===== src/rtl/fir_result_reader.sv =====
// Streams a contiguous block of FIR results out of BRAM over valid/ready.
// A small prefetch FIFO hides the one-cycle BRAM latency and absorbs backpressure.
module fir_result_reader #(
  parameter int DATA_W     = 32,
  parameter int ADDR_W     = 10,
  parameter int FIFO_DEPTH = 4
) (
  input  logic              clk,
  input  logic              rst,
  input  logic              start,
  input  logic [ADDR_W-1:0] base_addr,
  input  logic [ADDR_W:0]   length,
  output logic              bram_en,
  output logic [ADDR_W-1:0] bram_addr,
  input  logic [DATA_W-1:0] bram_dout,
  output logic [DATA_W-1:0] m_data,
  output logic              m_valid,
  input  logic              m_ready,
  output logic              m_last,
  output logic              busy,
  output logic              done
);

  localparam int PTR_W = $clog2(FIFO_DEPTH);
  localparam int CNT_W = PTR_W + 1;
  localparam int LEN_W = ADDR_W + 1;

  typedef enum logic [1:0] {
    IDLE,
    READ,
    DRAIN,
    FIN
  } state_t;

  state_t state_q, state_d;

  logic              bram_en_q, bram_en_d;
  logic [ADDR_W-1:0] bram_addr_q, bram_addr_d;
  logic              rd_valid_q, rd_valid_d;
  logic [LEN_W-1:0]  len_q, len_d;
  logic [LEN_W-1:0]  issued_q, issued_d;
  logic [LEN_W-1:0]  out_cnt_q, out_cnt_d;

  logic [PTR_W-1:0]  wr_ptr_q, wr_ptr_d;
  logic [PTR_W-1:0]  rd_ptr_q, rd_ptr_d;
  logic [CNT_W-1:0]  count_q, count_d;
  logic [DATA_W-1:0] mem_q [FIFO_DEPTH];

  logic              push;
  logic              pop;
  logic [CNT_W:0]    credit;
  logic              credit_ok;

  assign push = rd_valid_q;
  assign pop  = m_valid && m_ready;

  // Every word already queued, returning, or just requested holds a FIFO slot.
  assign credit    = (CNT_W+1)'(count_q) + (CNT_W+1)'(rd_valid_q) + (CNT_W+1)'(bram_en_q);
  assign credit_ok = credit < (CNT_W+1)'(FIFO_DEPTH);

  assign m_valid   = (count_q != '0);
  assign m_data    = m_valid ? mem_q[rd_ptr_q] : '0;
  assign m_last    = m_valid && (out_cnt_q == (len_q - LEN_W'(1)));
  assign bram_en   = bram_en_q;
  assign bram_addr = bram_addr_q;
  assign busy      = (state_q == READ) || (state_q == DRAIN);
  assign done      = (state_q == FIN);

  always_comb begin
    state_d     = state_q;
    bram_en_d   = 1'b0;
    bram_addr_d = bram_addr_q;
    rd_valid_d  = bram_en_q;
    len_d       = len_q;
    issued_d    = issued_q;
    out_cnt_d   = pop ? (out_cnt_q + LEN_W'(1)) : out_cnt_q;

    case (state_q)
      IDLE: begin
        if (start) begin
          if (length != '0) begin
            len_d       = length;
            bram_en_d   = 1'b1;
            bram_addr_d = base_addr;
            issued_d    = LEN_W'(1);
            out_cnt_d   = '0;
            state_d     = (length == LEN_W'(1)) ? DRAIN : READ;
          end else begin
            state_d = FIN;
          end
        end
      end
      READ: begin
        if (credit_ok) begin
          bram_en_d   = 1'b1;
          bram_addr_d = bram_addr_q + ADDR_W'(1);
          issued_d    = issued_q + LEN_W'(1);
          if ((issued_q + LEN_W'(1)) == len_q) begin
            state_d = DRAIN;
          end
        end
      end
      DRAIN: begin
        if (pop && m_last) begin
          state_d = FIN;
        end
      end
      FIN: begin
        state_d = IDLE;
      end
      default: begin
        state_d = IDLE;
      end
    endcase
  end

  always_comb begin
    wr_ptr_d = push ? (wr_ptr_q + PTR_W'(1)) : wr_ptr_q;
    rd_ptr_d = pop ? (rd_ptr_q + PTR_W'(1)) : rd_ptr_q;
    count_d  = count_q;
    case ({push, pop})
      2'b10:   count_d = count_q + CNT_W'(1);
      2'b01:   count_d = count_q - CNT_W'(1);
      default: count_d = count_q;
    endcase
  end

  always_ff @(posedge clk or posedge rst) begin
    if (rst) begin
      state_q     <= IDLE;
      bram_en_q   <= 1'b0;
      bram_addr_q <= '0;
      rd_valid_q  <= 1'b0;
      len_q       <= '0;
      issued_q    <= '0;
      out_cnt_q   <= '0;
      wr_ptr_q    <= '0;
      rd_ptr_q    <= '0;
      count_q     <= '0;
    end else begin
      state_q     <= state_d;
      bram_en_q   <= bram_en_d;
      bram_addr_q <= bram_addr_d;
      rd_valid_q  <= rd_valid_d;
      len_q       <= len_d;
      issued_q    <= issued_d;
      out_cnt_q   <= out_cnt_d;
      wr_ptr_q    <= wr_ptr_d;
      rd_ptr_q    <= rd_ptr_d;
      count_q     <= count_d;
    end
  end

  always_ff @(posedge clk or posedge rst) begin
    if (rst) begin
      for (int i = 0; i < FIFO_DEPTH; i++) begin
        mem_q[i] <= '0;
      end
    end else if (push) begin
      mem_q[wr_ptr_q] <= bram_dout;
    end
  end

endmodule


===== config.mk =====
export PLATFORM = sky130hd
export DESIGN_NAME = fir_result_reader
export DESIGN_NICKNAME = d
export VERILOG_FILES = /design/src/rtl/fir_result_reader.sv
export SDC_FILE = /design/constraint.sdc
export NUM_CORES = 1
export LEC_CHECK = 0
export CORE_UTILIZATION = 58
export DETAILED_ROUTE_END_ITERATION = 6
export DONT_BUFFER_PORTS = 1
export PLACE_DENSITY = 0.76
export SYNTH_ARGS = -nofsm -noshare
export SYNTH_HDL_FRONTEND = slang
export SYNTH_SLANG_ARGS = --single-unit

===== constraint.sdc =====
create_clock -name clk -period 5.6 [get_ports clk]
set_input_delay 0.28 -clock clk [delete_from_list [all_inputs] [get_ports clk]]
set_output_delay 0.28 -clock clk [all_outputs]
set_load 0.005 [all_outputs]

==> results of run 1 <==
[worst max path at each step]
stage	startpoint	endpoint	slack, ps	depth (start not counted)
global route	len_q[2]	m_last	2630	5
finish	len_q[0]	m_last	2710	7
detailed placement	len_q[0]	state_q[1]	2850	9
floorplan	rst	bram_addr[0]	380	1
global placement	len_q[0]	state_q[1]	2990	9
CTS	len_q[0]	m_last	2700	7
[per-layer routing]
metal	global-route usage (%)	vias up
li1	-	2703
met1	31.2	3076
met2	44.4	162
met3	5.19	27
met4	8.47	0
met5	0	-
[cell type report]
| class | count | area (µm²) |
|---|---|---|
| sequential | 182 | 4560 |
| fill | 1095 | 4890 |
| inverter | 17 | 68.8 |
| multi-input combinational | 495 | 4270 |
| clock buffer | 18 | 429 |
| clock inverter | 12 | 128 |
| tap | 211 | 264 |
| timing repair buffer | 67 | 651 |
[logic make-up after synthesis]
kind of cell    after synthesis  synth area share (%)
compound gates               80                  5.61
xor+xnor                     43                  4.15
fa+ha+maj                    16                  2.29
buf+inv                      61                  2.80
flops                       182                  50.1
mux                         165                  24.4
simple gates                191                  10.7
[critical path, delay by kind of cell (launching register included)]
kind                       cells  cell delay [ps]
buffers and inverters          1               90
adders and majority gates      1              290
AOI/OAI and AO/OA              4              920
DFF                            1              440
and+or+nand+nor                1              450
[metrics by stage]
| stage | worst slack (ps) | power [mW] | utilization, % | instance area, µm² | hold slack [ps] |
|---|---|---|---|---|---|
| floorplan | 376 | 4.34 | - | 9080 | 385 |
| global placement | 2990 | 4.70 | 60.4 | 9220 | 389 |
| detailed placement | 2850 | 4.87 | 60.4 | 9220 | 392 |
| CTS | 2700 | 6.07 | 67.0 | 10200 | 0.193 |
| global route | 2630 | 6.43 | 68.0 | 10400 | 0.0255 |
| finish | 2710 | 6.06 | 68.0 | 10400 | -29.6 |
[placed cells by master, fill, tap and decap left out, drive strengths merged, types with 11 or more instances in the layout]
cell type,count
ha,15
o21ai,25
mux4,32
nand3,19
clkbuf,18
nand2,63
mux2,128
dlygate4sd3,59
and3,11
a21oi,23
xnor2,20
and2,33
dfrtp,182
inv,19
nor2,28
xor2,23
[where the power goes]
group | switching, mW | leakage, nW | internal [mW]
clock network | 0.502 | 0.276 | 0.653
logic | 1.14 | 1.95 | 1.36
registers | 0.468 | 2.17 | 1.94
total | 2.11 | 4.40 | 3.95
[sequential cells by signal, summed over array words and instances (netlist names)]
| register | flops |
|---|---|
| push | 1 |
| count_q | 3 |
| wr_ptr_q | 2 |
| out_cnt_q | 11 |
| bram_en | 1 |
| state_q | 2 |
| mem_q | 128 |
| bram_addr | 10 |
| rd_ptr_q | 2 |
| len_q | 11 |
| issued_q | 11 |
[timing repair]
action                                  CTS  global route
hold buffers                             45            14
endpoints found under the setup margin    0             0
hold endpoints to repair                 96            16
==> qor.txt, run 1 <==
setup bufs post-CTS -> 0
core area -> 15300 µm²
type of origin of the critical path -> register
Synth Area per Inst -> 12.3 µm²
clk_lat worst skew -> 430 ps
pwr/cell area -> 584 nW/µm²
Cell Count, Final, Fillers Out -> 1002
CP Capture Type -> primary output
Avg WL per Cell -> 19.7 µm
flop-to-flop setup slack -> 2830 ps
metal2 WL -> 10000 µm
Max FO, Critical Path -> 6
reg2reg path depth -> 9
aggregate routed wire length -> 19700 µm
Yosys cell types -> 55
Fmax -> 346 MHz
uppermost routed layer -> met4
clock slew seen by the registers of the worst setup and hold paths -> 60 ps
FF-to-FF End -> state_q[1]
final setup skew -> 12.4 ps
drt drc -> 0
clk root buf -> clkbuf_16
period utilization -> 51.6%
cells along the critical path -> inv_1 > ha_1 > o21ba_1 > a221oi_2 > a41oi_1 > or4_4 > a211oi_1
Post-synth EDFFs -> 0
Setup-failing EPs final -> 0
worst-margin pin slew -> 1130 ps
outcome -> finished with violations
total track usage -> 25.3%
std cell rows -> 45
post-CTS sizing -> 0
clk buf depth -> 2
Chip Width -> 127 µm
WHS -> -29.6 ps
# diodes -> 0
Post-synth ARST share -> 100%
Commonest cells post-synth -> 182 x dfrtp_1, 128 x mux2_2, 63 x nand2_1, 33 x and2_1, 32 x mux4_2
dpl cells -> 913
final slew viol count -> 0
critical path arrival -> 2610 ps
Most used DFF post-synth -> dfrtp_1
PortBufs -> 0
drt pass-1 iters -> 6
dpl hpwl -> 12300 µm
fraction of layout cells with a size suffix above 1 -> 25.9%
Post-Syn Instances -> 738
Synth top area share -> 50.1%
Synth area leaders -> dfrtp_1 50%, mux2_2 16%, mux4_2 7.9%
Post-Syn Area -> 9080 µm²
YS warnings -> 0
Slew headroom -> 24.4%
MaxCap Viol Count -> 0
initial antenna violation count -> 0
GP Congestion -> 0.922
synth-to-layout area growth -> 14.2%
syn_nets -> 811
violated checks -> hold timing
number of routed nets with antenna violations -> 0
minimum clock period -> 2890 ps
Seq cells post-synth -> 182
vias per cell -> 5.96
area leader, netlist -> dfrtp_1
Routed met1 length -> 8570 µm
Seq/Total Area, Yosys -> 50.1%
H-tree depth -> 4
vias in the first global route -> 6304
largest net degree at the start of global routing -> 118
Initial Utilization -> 59.5%
total congestion overflow -> 0
HP Class -> in2async
CTS Buf Count -> 17
Required @ worst endpoint -> 5320 ps
Worst path slowest cell -> or4_4
first-pass GRT wire length -> 31400 µm
Fin Setup TNS -> 0 ps
RR Startpoint -> len_q[0]
RSZ-0062 raised after global routing -> false
Layout Nets -> 853
most common cell in the synthesized netlist -> dfrtp_1
Starting DRT DRC Count -> 300
Vias -> 5968
Peak VDD IR -> 0.522 mV
CTS tree -> built
Leak Pwr -> 4.40 nW
Boundary Pins -> 104
Die ar. -> 16200 µm²
critical path class -> reg2out
Hold Fails Final Rpt -> 30
DIE HEIGHT -> 127 µm
Num Clock Sinks -> 182
slowest stage delay, CP -> 450 ps
met3 wire len -> 849 µm
No activity file was read; power rests on OpenSTA's default activity.
==> inputs of run 2 (changes only) <==
Clock period 5.6 ns to 2.5 ns, I/O delays scaled along.
==> run 2 against run 1 <==
The flow finishes with violations (setup timing). Sequential power grew 120%. Register-to-register slack lost 2800 ps. Core utilization grew 1.9 points. Final cell count grew 2.1%. Setup slack lost 2700 ps. Count of clock-buffer cells in the layout grew 7. Critical path type unchanged. Highest routed layer unchanged.
==> qor.txt, run 2 (synthesis results as in run 1) <==
outcome -> finished with violations
violated checks -> setup timing
Setup-failing EPs final -> 1 (+1)
first-pass GRT wire length -> 31900 µm (+1.6%)
Chip Width -> 127 µm (unchanged)
type of origin of the critical path -> register
Comb power frac -> 42.8% (+1.6 points)
dpl ws -> -29.8 ps (-2880 ps)
Leak Pwr -> 4.53 nW (+2.9%)
# diodes -> 0 (unchanged)
Post-DP Area -> 9430 µm² (+2.2%)
core area -> 15300 µm² (unchanged)
critical path class -> reg2out
drt pass-1 iters -> 4 (-2)
Biggest register -> mem_q
Max FO, Critical Path -> 4 (-2)
Required @ worst endpoint -> 2380 ps (-2940 ps)
RR Startpoint -> len_q[1]
H-tree depth -> 4 (unchanged)
WHS Path Cells -> 4
Hold Path Origin -> length[10]
Starting DRT DRC Count -> 310 (+3.3%)
met3 Use GR -> 5.32% (+0.13 points)
final slew viol count -> 0 (unchanged)
Die ar. -> 16200 µm² (unchanged)
initial antenna violation count -> 0 (unchanged)
std cell rows -> 45 (unchanged)
CP Buf/Inv Count -> 2 (+1)
pwr/cell area -> 1320 nW/µm² (+130%)
Hold Fails Final Rpt -> 0 (-100%)
most common library cell in the layout ignoring fill and taps -> dfrtp_1
RSZ-0062 raised after global routing -> true
PortBufs -> 0 (unchanged)
reg2reg path depth -> 9 (unchanged)
minimum clock period -> 2510 ps
slowest stage delay, CP -> 450 ps (about the same)
MaxCap Viol Count -> 0 (unchanged)
Peak VDD IR -> 1.05 mV (+100%)
Boundary Pins -> 104 (unchanged)
aggregate routed wire length -> 19500 µm (-1.0%)
clk_lat worst skew -> 430 ps (about the same)
Avg WL per Cell -> 19.1 µm (-3.1%)
period utilization -> 100%
DIE HEIGHT -> 127 µm (unchanged)
fraction of layout cells with a size suffix above 1 -> 29.2% (+3.3 points)
FF-to-FF End -> state_q[1]
drt drc -> 0 (unchanged)
clk buf depth -> 2 (unchanged)
final setup skew -> 8.25 ps (-4.12 ps)
Hold Path Sink -> state_q[0]
clock group share of total power -> 19.6% (+0.5 points)
CTS Buf Count -> 17 (unchanged)
CP Capture Type -> primary output
PnR Total Power -> 14.1 mW (+130%)
Flop pwr share -> 37.6% (-2.1 points)
Initial Utilization -> 59.5% (unchanged)
clk root buf -> clkbuf_16
number of routed nets with antenna violations -> 0 (unchanged)
PnR worst setup slack -> -9.40 ps (-2720 ps)
vias in the first global route -> 6276 (-0.44%)
max reg flops -> 128 (unchanged)
Slew headroom -> 56.9% (+32 points)
switching share of power -> 34.1% (-0.75 points)
Num Clock Sinks -> 182 (unchanged)
Worst path top cell family by delay -> compound AO/OA/AOI/OAI gates
critical path arrival -> 2380 ps (-230 ps)
Fmax -> 399 MHz
met2 Use GR -> 45.9% (+1.5 points)
total track usage -> 25.8% (+0.56 points)
total congestion overflow -> 0 (unchanged)
GP Congestion -> 0.884 (-4.1%)
flop-to-flop setup slack -> 30 ps (-2800 ps)
Final Instance Area -> 10700 µm² (+2.8%)
cells along the critical path -> inv_1 > ha_4 > nand3_1 > a221oi_2 > a41oi_1 > or4_4 > a211oi_2 > buf_4
Worst path slowest cell -> or4_4
CTS tree -> built
Internal Power -> 9.29 mW (+140%)
clock slew seen by the registers of the worst setup and hold paths -> 70 ps (about the same)
most frequent cells in the layout -> 180 x dfrtp_1, 128 x mux2_2, 63 x nand2_1
dpl hpwl -> 12500 µm (+1.6%)
Vias -> 5955 (-0.22%)
synth-to-layout area growth -> 17.3%
met1 usage -> 31.4% (+0.21 points)
Layout Nets -> 873 (+2.3%)
largest net degree at the start of global routing -> 89 (-25%)
P_sw -> 4.81 mW (+130%)
worst-margin pin slew -> 646 ps (-484 ps)
GRT Max-Usage Layer -> met2
HP Class -> in2reg
vias per cell -> 5.82 (-2.3%)
[run 2: power groups by stage]
stage                     clock [mW]  combinational [mW]  sequential, mW
final                           2.76                6.03            5.30
after global routing            2.92                6.59            5.47
after CTS                       2.82                6.01            5.28
after detailed placement           0                5.85            5.29
after global placement             0                5.61            5.14
after floorplan                    0                4.78            4.94
[run 2: cell type report]
type	count	area, µm²
Clock buffer	25	495
Inverter	17	67.6
Fill cell	1050	4600
Multi-Input combinational cell	495	4340
Tap cell	211	264
Sequential cell	182	4560
Clock inverter	6	114
Timing Repair Buffer	87	816
[run 2: repair_timing]
action | CTS | global route
setup buffers | 0 | 0
endpoints found under the hold margin | 173 | 0
gates resized for setup | 6 | 9
pin swaps | 3 | 8
endpoints found under the setup margin | 3 | 3
gates cloned | 0 | 0
hold buffers | 55 | 0
[run 2: how the worst max path moves through the flow]
stage                     startpoint    endpoint  slack, ps  depth (start not counted)
after global placement      len_q[0]  state_q[0]         60                          9
after global routing        len_q[2]      m_last       -110                          6
final                       len_q[1]      m_last         -9                          8
after CTS                 count_q[0]  state_q[1]         10                          8
after detailed placement    len_q[0]  state_q[1]        -30                          9
after floorplan             len_q[0]  state_q[0]         20                          9
[run 2: tightest hold or removal path: cells and delay by family]
kind	cells	cell delay, ps
simple gates	2	130
mux	1	130
compound gates	1	90
[run 2: metrics by stage]
stage | util, % | cells | TNS [ps] | hold slack (ps)
final | 69.8 | 1023 | -9.40 | 99.3
after CTS | 69.6 | 1023 | 0 | 46.0
after detailed placement | 61.8 | 937 | -49.1 | 118
after floorplan | - | 738 | 0 | 230
after global routing | 69.8 | 1023 | -256 | 108
after global placement | 61.8 | 937 | 0 | 108
[run 2: per-layer routing]
layer	wire length (µm)	share of wire, %
met4	256	1.3
met2	10300	53
met5	0	0
met1	8210	42
met3	736	3.8
==> inputs of run 3 (changes only) <==
Settings changed: CORE_ASPECT_RATIO set to 0.9.
==> run 3 against run 2 <==
Cell area fell by 0.29%. Combinational power down 0.8%. First-iteration DRC count decreased by 16%. Count of clock-buffer cells in the layout is 7 lower. The flow now finishes without violations. Critical path depth did not move. Setup slack improved by 99 ps. Largest power group unchanged. Clock skew grew 1.6 ps. Maximum frequency grew 4.1%. Total power grew 0.11%. Routed wire length decreased by 2.5%. Core utilization shrank 0.55 points.
==> qor.txt, run 3 (synthesis results as in run 1) <==
P_sw -> 4.82 mW (+0.30%)
RR Startpoint -> len_q[3]
GRT Max-Usage Layer -> met2
Fin Setup TNS -> 0 ps (+9.40 ps)
dpl ws -> -88.7 ps (-58.9 ps)
Cell Count, Final, Fillers Out -> 1012 (-1.1%)
flop-to-flop setup slack -> 90 ps (+60 ps)
Starting DRT DRC Count -> 261 (-16%)
reg2reg path depth -> 8 (-1)
most common library cell in the layout ignoring fill and taps -> dfrtp_1
dpl cells -> 926 (-1.2%)
critical path endpoint -> m_last
critical path arrival -> 2290 ps (-90 ps)
setup bufs post-CTS -> 0 (unchanged)
worst-margin pin slew -> 565 ps (-80.4 ps)
clk_lat worst skew -> 420 ps (about the same)
FILL cells -> 1053 (+0.29%)
Fmax -> 415 MHz (+4.1%)
# diodes -> 0 (unchanged)
Die ar. -> 16200 µm² (about the same)
first-pass GRT wire length -> 31200 µm (-2.1%)
Slew headroom -> 62.3% (+5.4 points)
final setup skew -> 9.90 ps (+1.65 ps)
period utilization -> 96.4% (-4.0 points)
dpl hpwl -> 12700 µm (+1.8%)
PortBufs -> 0 (unchanged)
Final Instance Area -> 10600 µm² (-0.29%)
Peak VDD IR -> 0.920 mV (-12%)
pwr/cell area -> 1330 nW/µm² (+0.41%)
Hold Path Origin -> length[10]
drt drc -> 0 (unchanged)
Biggest register -> mem_q
HP Class -> in2reg
core area -> 15300 µm² (+0.49%)
number of routed nets with antenna violations -> 0 (unchanged)
Leak Pwr -> 4.52 nW (-0.28%)
initial antenna violation count -> 0 (unchanged)
Internal Power -> 9.29 mW (about the same)
clock slew seen by the registers of the worst setup and hold paths -> 60 ps (about the same)
PnR Total Power -> 14.1 mW (+0.11%)
PnR worst setup slack -> 89.9 ps (+99.3 ps)
drt pass-1 iters -> 4 (unchanged)
max reg flops -> 128 (unchanged)
aggregate routed wire length -> 19000 µm (-2.5%)
clock group share of total power -> 19.9% (+0.3 points)
Setup-failing EPs final -> 0 (-1)
CTS tree -> built
WHS -> 82.6 ps (-16.7 ps)
vias per cell -> 5.93 (+1.9%)
std cell rows -> 43 (-4.4%)
Comb power frac -> 42.4% (-0.4 points)
H-tree depth -> 4 (unchanged)
type of origin of the critical path -> register
Hold Fails Final Rpt -> 0 (unchanged)
Boundary Pins -> 104 (unchanged)
total track usage -> 25.1% (-0.72 points)
outcome -> finished, final reports clean
Initial Utilization -> 59.2% (-0.29 points)
synth-to-layout area growth -> 17.0%
most frequent cells in the layout -> 181 x dfrtp_1, 128 x mux2_2, 63 x nand2_1
Chip Width -> 134 µm (+5.3%)
fraction of layout cells with a size suffix above 1 -> 29.1% (-0.051 points)
critical path startpoint -> len_q[1]
Num Clock Sinks -> 182 (unchanged)
CP Capture Type -> primary output
Max FO, Critical Path -> 4 (unchanged)
switching share of power -> 34.2% (+0.065 points)
total congestion overflow -> 0 (unchanged)
Flop pwr share -> 37.7% (about the same)
critical path class -> reg2out
Post-DP Area -> 9400 µm² (-0.28%)
met1 usage -> 30.1% (-1.3 points)
Required @ worst endpoint -> 2380 ps (about the same)
GP Congestion -> 0.881 (-0.34%)
met2 Use GR -> 45.7% (-0.27 points)
minimum clock period -> 2410 ps (-99.3 ps)
DIE HEIGHT -> 121 µm (-5.0%)
Finished Core Util -> 69.3% (-0.55 points)
final slew viol count -> 0 (unchanged)
Layout Nets -> 871 (-0.23%)
vias in the first global route -> 6296 (+0.32%)
MaxCap Viol Count -> 0 (unchanged)
largest net degree at the start of global routing -> 103 (+16%)
RSZ-0062 raised after global routing -> true
clk buf depth -> 2 (unchanged)
clk root buf -> clkbuf_16
FF-to-FF End -> state_q[1]
Vias -> 6000 (+0.76%)
Avg WL per Cell -> 18.8 µm (-1.4%)
CTS Buf Count -> 17 (unchanged)
met3 Use GR -> 5.12% (-0.20 points)
run 3: cell type report:
class                      instances  area, µm²  area share (%)
inverter                          17       67.6           0.636
multi-input combinational        495       4320            40.7
clock inverter                    13        196            1.85
tap                              202        253            2.38
clock buffer                      18        429            4.04
sequential                       182       4560            42.9
timing repair buffer              85        801            7.54
run 3: power groups by stage:
stage	clock network (mW)	logic, mW	registers (mW)
after global routing	2.99	6.50	5.47
after detailed placement	0	5.86	5.32
after floorplan	0	4.78	4.94
after CTS	2.88	5.99	5.28
final	2.80	5.98	5.32
after global placement	0	5.60	5.15
run 3: critical path, stage by stage (launching register included):
cell,delay [ps]
dfrtp_1,370
inv_2,60
ha_4,170
o21ba_1,170
a221oi_2,270
a41oi_1,70
or4_4,450
a211oi_2,170
buf_4,140
run 3: worst min path at each step:
| stage | endpoint | slack (ps) | depth (start not counted) |
|---|---|---|---|
| final | state_q[0] | 80 | 4 |
| after global routing | state_q[0] | 130 | 4 |
| after CTS | state_q[0] | 60 | 4 |
| after detailed placement | rd_ptr_q[1] | 40 | 1 |
| after global placement | rd_ptr_q[1] | 30 | 1 |
| after floorplan | len_q[10] | 230 | 2 |
run 3: timing repair:
| item | 4_1_cts | 5_1_grt |
|---|---|---|
| gates resized for setup | 3 | 7 |
| pin swaps | 3 | 0 |
| setup endpoints to repair | 3 | 3 |
| hold endpoints to repair | 168 | 0 |
| hold buffers | 55 | 0 |
run 3: layer usage:
metal,vias up,wire [µm],part of all wire [%]
li1,2753,-,-
met1,3075,7990,42
met2,154,10100,53
met3,18,769,4.0
met4,0,215,1.1
met5,-,0,0
